$ cat config.mk
export PLATFORM = sky130hd
export DESIGN_NAME = uart_rx
export DESIGN_NICKNAME = d
export VERILOG_FILES = /design/src/rtl/uart_pkg.sv /design/src/rtl/uart_sync.sv /design/src/rtl/uart_rx.sv
export SDC_FILE = /design/constraint.sdc
export NUM_CORES = 1
export LEC_CHECK = 0
export ABC_AREA = 1
export CAP_MARGIN = 20
export CORE_MARGIN = 2
export CORE_UTILIZATION = 55
export CTS_CLUSTER_SIZE = 28
export DETAILED_ROUTE_END_ITERATION = 16
export GPL_TIMING_DRIVEN = 0
export HOLD_SLACK_MARGIN = 0.02
export PLACE_DENSITY = 0.78
export RECOVER_POWER = 25
export SYNTH_ARGS = -nofsm -noshare
export SYNTH_HDL_FRONTEND = slang
export SYNTH_SLANG_ARGS = --single-unit
export TNS_END_PERCENT = 1
$ cat constraint.sdc
create_clock -name s_tick -period 2.6 [get_ports s_tick]
set_clock_uncertainty 0.05 [all_clocks]
set_input_delay 0.52 -clock s_tick [delete_from_list [all_inputs] [get_ports s_tick]]
set_output_delay 0.52 -clock s_tick [all_outputs]
set_load 0.005 [all_outputs]
$ cat src/rtl/uart_pkg.sv
// Shared UART definitions: receive/transmit FSM state encoding and default
// frame geometry. Optional feature macro: UART_RX_PARITY_EN adds the PARITY state.
package uart_pkg;

    localparam int UART_OVERSAMPLE = 16;  // s_tick periods per bit
    localparam int UART_DATA_SIZE  = 8;   // data bits per frame, LSB first

    typedef enum logic [2:0] {
        ST_IDLE   = 3'd0,
        ST_START  = 3'd1,
        ST_DATA   = 3'd2,
        ST_STOP   = 3'd3
`ifdef UART_RX_PARITY_EN
        , ST_PARITY = 3'd4
`endif
    } uart_state_e;

endpackage

$ cat src/rtl/uart_sync.sv
// Two-flop synchronizer for the asynchronous serial line. Both flops reset to
// 1 so an idle (high) line is seen while and right after reset is applied.
module uart_sync (
    input  logic clk,
    input  logic reset_n,
    input  logic d,
    output logic q
);

    logic meta;

    // Two-stage capture of the asynchronous input.
    always_ff @(posedge clk) begin
        if (!reset_n) begin
            meta <= 1'b1;
            q    <= 1'b1;
        end else begin
            meta <= d;
            q    <= meta;
        end
    end

endmodule

$ cat src/rtl/uart_rx.sv
// Oversampling UART receiver. Detects a start edge, re-checks it at mid-bit,
// samples each data bit at its centre (LSB first) and checks the stop bit.
// Optional feature macro: UART_RX_PARITY_EN (even parity bit after the data).
//
// Output protocol: there is no ready. rx_done, frame_error and parity_error
// are single-tick, mutually exclusive pulses; data is updated on the same edge
// that raises rx_done and is otherwise held until the next good frame.
module uart_rx
    import uart_pkg::*;
#(
    parameter int OVERSAMPLE = UART_OVERSAMPLE,
    parameter int DATA_SIZE  = UART_DATA_SIZE
) (
    input  logic                 s_tick,
    input  logic                 reset_n,
    input  logic                 rx,
    output logic [DATA_SIZE-1:0] data,
    output logic                 rx_done,
    output logic                 frame_error
`ifdef UART_RX_PARITY_EN
    , output logic               parity_error
`endif
);

    localparam int CNT_W = $clog2(OVERSAMPLE);
    localparam int BIT_W = $clog2(DATA_SIZE + 1);
    localparam logic [CNT_W-1:0] CNT_LAST = CNT_W'(OVERSAMPLE - 1);
    localparam logic [CNT_W-1:0] CNT_HALF = CNT_W'(OVERSAMPLE / 2 - 1);
    localparam logic [BIT_W-1:0] BIT_LAST = BIT_W'(DATA_SIZE - 1);

    uart_state_e          state;
    uart_state_e          next_state;
    logic                 rx_s;
    logic [CNT_W-1:0]     tick_cnt;
    logic [BIT_W-1:0]     bit_cnt;
    logic [DATA_SIZE-1:0] shift_q;
    // Set after a low stop bit so a held-low (break) line cannot restart a frame.
    logic                 wait_high;
    logic                 sample_bit;
    logic                 stop_sample;
    logic                 done_set;
    logic                 ferr_set;
`ifdef UART_RX_PARITY_EN
    logic                 par_bit;
    logic                 perr_set;
`endif

    uart_sync u_sync (
        .clk     (s_tick),
        .reset_n (reset_n),
        .d       (rx),
        .q       (rx_s)
    );

    // State register.
    always_ff @(posedge s_tick) begin
        if (!reset_n) state <= ST_IDLE;
        else          state <= next_state;
    end

    // Next-state decisions, all on the synchronized line.
    always_comb begin
        next_state = state;
        case (state)
            ST_IDLE:  if (!rx_s && !wait_high) next_state = ST_START;
            ST_START: if (tick_cnt == CNT_HALF) next_state = rx_s ? ST_IDLE : ST_DATA;
            ST_DATA:  if (tick_cnt == CNT_LAST && bit_cnt == BIT_LAST)
`ifdef UART_RX_PARITY_EN
                          next_state = ST_PARITY;
            ST_PARITY: if (tick_cnt == CNT_LAST) next_state = ST_STOP;
`else
                          next_state = ST_STOP;
`endif
            ST_STOP:  if (tick_cnt == CNT_LAST) next_state = ST_IDLE;
            default:  next_state = ST_IDLE;
        endcase
    end

    // Sample strobes and result decode; the pulses are registered below.
    always_comb begin
        sample_bit  = (state == ST_DATA) && (tick_cnt == CNT_LAST);
        stop_sample = (state == ST_STOP) && (tick_cnt == CNT_LAST);
        ferr_set    = stop_sample && !rx_s;
`ifdef UART_RX_PARITY_EN
        // Even parity: data bits plus parity bit must hold an even number of ones.
        perr_set    = stop_sample && rx_s && (^{shift_q, par_bit});
        done_set    = stop_sample && rx_s && !(^{shift_q, par_bit});
`else
        done_set    = stop_sample && rx_s;
`endif
    end

    // Tick/bit counters, shift register, output word and result pulses.
    always_ff @(posedge s_tick) begin
        if (!reset_n) begin
            tick_cnt    <= '0;
            bit_cnt     <= '0;
            shift_q     <= '0;
            data        <= '0;
            rx_done     <= 1'b0;
            frame_error <= 1'b0;
            wait_high   <= 1'b0;
`ifdef UART_RX_PARITY_EN
            par_bit      <= 1'b0;
            parity_error <= 1'b0;
`endif
        end else begin
            // Every non-idle state ends its interval by clearing the counter.
            if (state == ST_IDLE || tick_cnt == CNT_LAST ||
                (state == ST_START && tick_cnt == CNT_HALF))
                tick_cnt <= '0;
            else
                tick_cnt <= tick_cnt + 1'b1;

            if (state != ST_DATA) bit_cnt <= '0;
            else if (sample_bit)  bit_cnt <= bit_cnt + 1'b1;

            if (sample_bit) shift_q <= {rx_s, shift_q[DATA_SIZE-1:1]};

            if (done_set) data <= shift_q;

            if (ferr_set)                      wait_high <= 1'b1;
            else if (state == ST_IDLE && rx_s) wait_high <= 1'b0;

            rx_done     <= done_set;
            frame_error <= ferr_set;
`ifdef UART_RX_PARITY_EN
            if (state == ST_PARITY && tick_cnt == CNT_LAST) par_bit <= rx_s;
            parity_error <= perr_set;
`endif
        end
    end

endmodule

======== Word level (Yosys, flattened, before mapping) ========
Index checks and enable logic that the tools add are counted.
storage, ports and cells
  bits of input ports ..................... 3
  word-level logic and storage cells ...... 49
  bits in registers ....................... 32
operators by class
  add/subtract/negate cells ............... 2
  equality and inequality tests ........... 11
  reductions and logical operators ........ 17
  multiplexer cells ....................... 8
  bitwise operators ....................... 1
operators by type and width
  kind                                                             number
  3-bit two-way mux                                                4
  3-bit case mux with 4 select lines                               1
  4-bit by 1-bit adder with 4-bit output, second input constant    2
  4-bit by 3-bit == test with 1-bit output, second input constant  2
  1-bit logical AND                                                8
  3-bit by 2-bit == test with 1-bit output, second input constant  2
  2-bit != test, second input constant                             3
  4-bit == test, second input constant                             1
  4-bit AND reduction                                              1
  2-bit OR reduction                                               2
  3-bit by 1-bit == test with 1-bit output, second input constant  1
  3-bit zero test                                                  1
  3-bit by 2-bit != test with 1-bit output, second input constant  1
  1-bit zero test                                                  2
  1-bit logical OR                                                 2
  1-bit two-way mux                                                2
  2-bit two-way mux                                                1
  2-bit by 1-bit != test with 1-bit output, second input constant  1
  2-bit nonzero test                                               1
  1-bit NOT                                                        1

======== Longest topological paths before layout ========
  word-level depth ........................ 4
  mapped depth ............................ 8
  gate-level depth less buffers ........... 8

======== Hierarchy ========
A second synthesis with hierarchy kept.
second synthesis, totals
  cell total of the unflattened synthesis .. 158
  area total of the unflattened synthesis .. 1234.9 µm²
by module, submodules not included
  module     times used  area each (µm²)  cells each
  uart_rx    1           1179.9           152
  uart_sync  1           55.1             6

======== Worst setup path before layout ========
Ideal clock, no wire load.
  kind .................................... register to register
  from .................................... register tick_cnt[0]
  to ...................................... register bit_cnt[3]
  path buffers ............................ 0
  stages on the path, launching flop included .. 9
  library setup time ...................... 113 ps
  slack ................................... 1282 ps
  arrival time ............................ 1155 ps
  cell sequence ........................... dfxtp_1 -> ha_1 -> nand3_4 -> nor2_4 -> inv_2 -> nor2_4 -> nand2_1 -> nand2_1 -> nor2_1
between the ends
  longest elaborated chain between the ends .. 2
RTL lines
  what                      line            text
  start: declaration        uart_rx.sv:34   logic [CNT_W-1:0] tick_cnt;
  start signal: assignment  uart_rx.sv:113  tick_cnt <= tick_cnt + 1'b1;
  4-bit == test             uart_rx.sv:81   sample_bit = (state == ST_DATA) && (tick_cnt == CNT_LAST);
  1-bit logical AND         uart_rx.sv:81
  end signal: assignment    uart_rx.sv:116  else if (sample_bit) bit_cnt <= bit_cnt + 1'b1;
  end: declaration          uart_rx.sv:35   logic [BIT_W-1:0] bit_cnt;
Every way passes these cells.
A chain may end at the register's enable or synchronous reset.

======== Worst setup path after layout ========
  from .................................... register tick_cnt[0]
  to ...................................... register data[3]
between the ends
  longest elaborated chain between the ends .. 3
RTL lines
  what                    line            text
  4-bit == test           uart_rx.sv:82   stop_sample = (state == ST_STOP) && (tick_cnt == CNT_LAST);
  1-bit logical AND       uart_rx.sv:82
  1-bit logical AND       uart_rx.sv:89   done_set = stop_sample && rx_s;
  end signal: assignment  uart_rx.sv:120  if (done_set) data <= shift_q;
  end: declaration        uart_rx.sv:17   output logic [DATA_SIZE-1:0] data,
Every way passes these cells.

==> results.md <==
* Reg-to-reg slack, setup at 0.59 ns
* Post-synth EDFFs at 0
* Worst Hold Launch: u_sync.meta
* GRT Util Overall at 18.9%
* Clock latency on the worst-skew pair at between 0.3 and 0.4 ns
* Critical path class: reg2reg
* GP Congestion at between 0.8 and 0.9
* WP data arrival at roughly 2.2 ns
* Sequential cell area at between 600 and 700 um^2
* Final Setup Violations at 0
* Nets at 180
* Worst slew margin at between 50% and 60%
* Port buffer count at 12
* Fillers at slightly below 200
* Top-count cell post-synth: dfxtp_1
* DRC at 0
* Post_cts resized at 0
* Initial Util at a little under three fifths
* Run status: complete, no violations
* Initial antenna violation count at 0
* Synth Area in Simple Gates at ~30%
* Synth Flop Type: dfxtp_1
* Ant diodes at 0
* Yosys warns at 0
* Leakage at approximately 0.56 nW
* Root Buffer: clkbuf_4
* Multi-input logic area at between 500 and 600 um^2
* Power per cell area at roughly 600 nW/um^2
* Post-CTS Hold Fix Bufs at 0
* Crit-path max FO at 10
* Die area at about 2600 um^2
* Initial DRC Count at 13
* H-tree levels at 2
* Core area at ~2200 um^2
* FF-to-FF Start: tick_cnt[0]
* Pin count of the biggest net entering global routing at 11
* I/O pins at 13
* HPWL after DPL at ~1600 um
* Yosys top cell area share at about 50%
* Synth Cell Area at roughly 1200 um^2
* Chip height at between 50 and 60 um
* Post-synthesis net count at 161
* Worst slew pin tran at roughly 0.65 ns
* Leading cell types by total area after synthesis: dfxtp_1 (50%), nor2_1 (8.8%), nand2_1 (8.2%)
* Pins Over Slew Limit at 0
* Detail Route Antenna Nets at 0
* Number of vias per cell at a little over 5
* Clk slew on worst S/H paths at 0.09 ns
* Flops & latches, synth at 31
* Avg Cell Area, Syn at about 7.9 um^2
* CP startpoint: tick_cnt[0]
* Register area share after synthesis at just over 50%
* Largest family of logic cells by synthesized area: simple AND/OR/NAND/NOR gates
* Post-synth ARST share at 0%
* Synth cell types at 21
* Maximum VDD drop at between 0.4 and 0.5 mV
* Layout cell share with drive strength beyond 1 at 7.39%
* Area Growth Syn to Fin at 14.6%
* First-pass GRT wire length at 3670 um
* Row Count at 17
* Total Negative Setup Slacks at 0 ns
* Final worst path period share at between 70% and 80%
* Fmax at between 0.4 and 0.5 GHz
* Die width at between 50 and 60 um
* Synth Area in Compound Gates at between 10% and 20%
* CP endpoint kind: flip-flop
* Synth Area in Adders at a little over 2%
* Vias in the first global route at 938
* Xor-xnor portion of the synthesized cell area at between 1 and 1.5%
* Clock sinks at 31
* CP Launch Type: flip-flop
* Final min period at 2.01 ns
* Max clock buf depth at 2
* Routed len/inst at roughly 11 um
* Mapped Cells at between 150 and 200
* Post-Route WL at 2160 um
* First-pass DRT Iterations at 4
* Fin. Hold Viols at 0
* Setup bufs post-CTS at 0
* CTS tree: built
* # Max-Cap Violations at 0
* Critical Path RT at about 2.7 ns
* Via count at between 1,000 and 1,500
* Mux contribution to synthesized area at 0%
* Min-Delay Path Class: reg2reg
* Overall Power at between 0.8 and 0.9 mW
* Cell taking the most area after synthesis: dfxtp_1
* Synth top cells by count: dfxtp_1 (31), nor2_1 (29), nand2_1 (27)
* RSZ-0062 raised after global routing: no
* GR Overflow Total at 0
* TritonCTS buffer count at 5
area by class of cell:
class,instances,share of cell area (%)
sequential,31,43.9
timing repair buffer,12,8.50
clock buffer,8,4.87
multi-input combinational,109,36.0
buffer,4,1.06
tap,28,2.48
inverter,12,3.19
metal layers:
metal | global-route usage (%) | part of all wire, % | vias to the layer above
met5 | 0 | 0 | -
met3 | 5.26 | 3.8 | 6
met4 | 12.3 | 2.6 | 0
met1 | 20.5 | 44 | 465
met2 | 32.0 | 49 | 21
li1 | - | - | 541
cell usage in the layout, fill, tap and decap left out, types with 5 or more instances in the layout:
| master | instances |
|---|---|
| nor2_1 | 31 |
| nand2_1 | 27 |
| o21ai_0 | 12 |
| nand3_1 | 14 |
| a21oi_1 | 14 |
| inv_1 | 11 |
| clkbuf_4 | 5 |
| dfxtp_1 | 31 |
| clkdlybuf4s50_1 | 11 |
| clkbuf_1 | 5 |
registers in the layout, summed over array words and instances (netlist names):
signal,cells
bit_cnt,4
u_sync.q,1
shift_q,8
state,2
tick_cnt,4
u_sync.meta,1
wait_high,1
data,8
frame_error,1
rx_done,1
path summary, 6_finish.rpt:
check	endpoint	cells past startpoint
max	data[3]	6
min	u_sync.q	1
max reg2reg	data[3]	6
min reg2reg	u_sync.q	1
cell families (layout without fill, tap and decap cells):
family	count (synthesis)	in the layout
xor gates and xnor gates	2	2
AOI/OAI and AO/OA	26	26
DFF	31	31
adders and majority gates	2	2
and+or+nand+nor	79	79
buffers and inverters	16	36
through the flow:
step / setup WS (ns) / hold WS [ns] / std cells / utilization (%) / cell area, um^2
6_report: 0.587 / 0.377 / 204 / 65.1 / 1410
2_1_floorplan: 1.28 / 0.343 / 156 / - / 1230
5_1_grt: 0.422 / 0.395 / 204 / 65.1 / 1410
3_3_place_gp: 0.852 / 0.349 / 196 / 64.0 / 1390
4_1_cts: 0.851 / 0.378 / 204 / 67.1 / 1460
3_5_place_dp: 0.809 / 0.356 / 196 / 64.0 / 1390
worst max-delay path: stages (launching register included):
cell and delay, ns:
dfxtp_1 0.37, ha_1 0.24, nand3_1 0.21, nor2_1 0.57, nand2_2 0.25, nand2_1 0.13
a21oi_1 0.08
report_power, final:
part | switching, mW | leakage (nW) | internal [mW] | total [mW]
Sequential | 0.00613 | 0.250 | 0.482 | 0.488
Combinational | 0.0311 | 0.270 | 0.0164 | 0.0474
Clock | 0.154 | 0.0386 | 0.159 | 0.313
Total | 0.191 | 0.559 | 0.657 | 0.849
(Power assumes the default switching activity.)
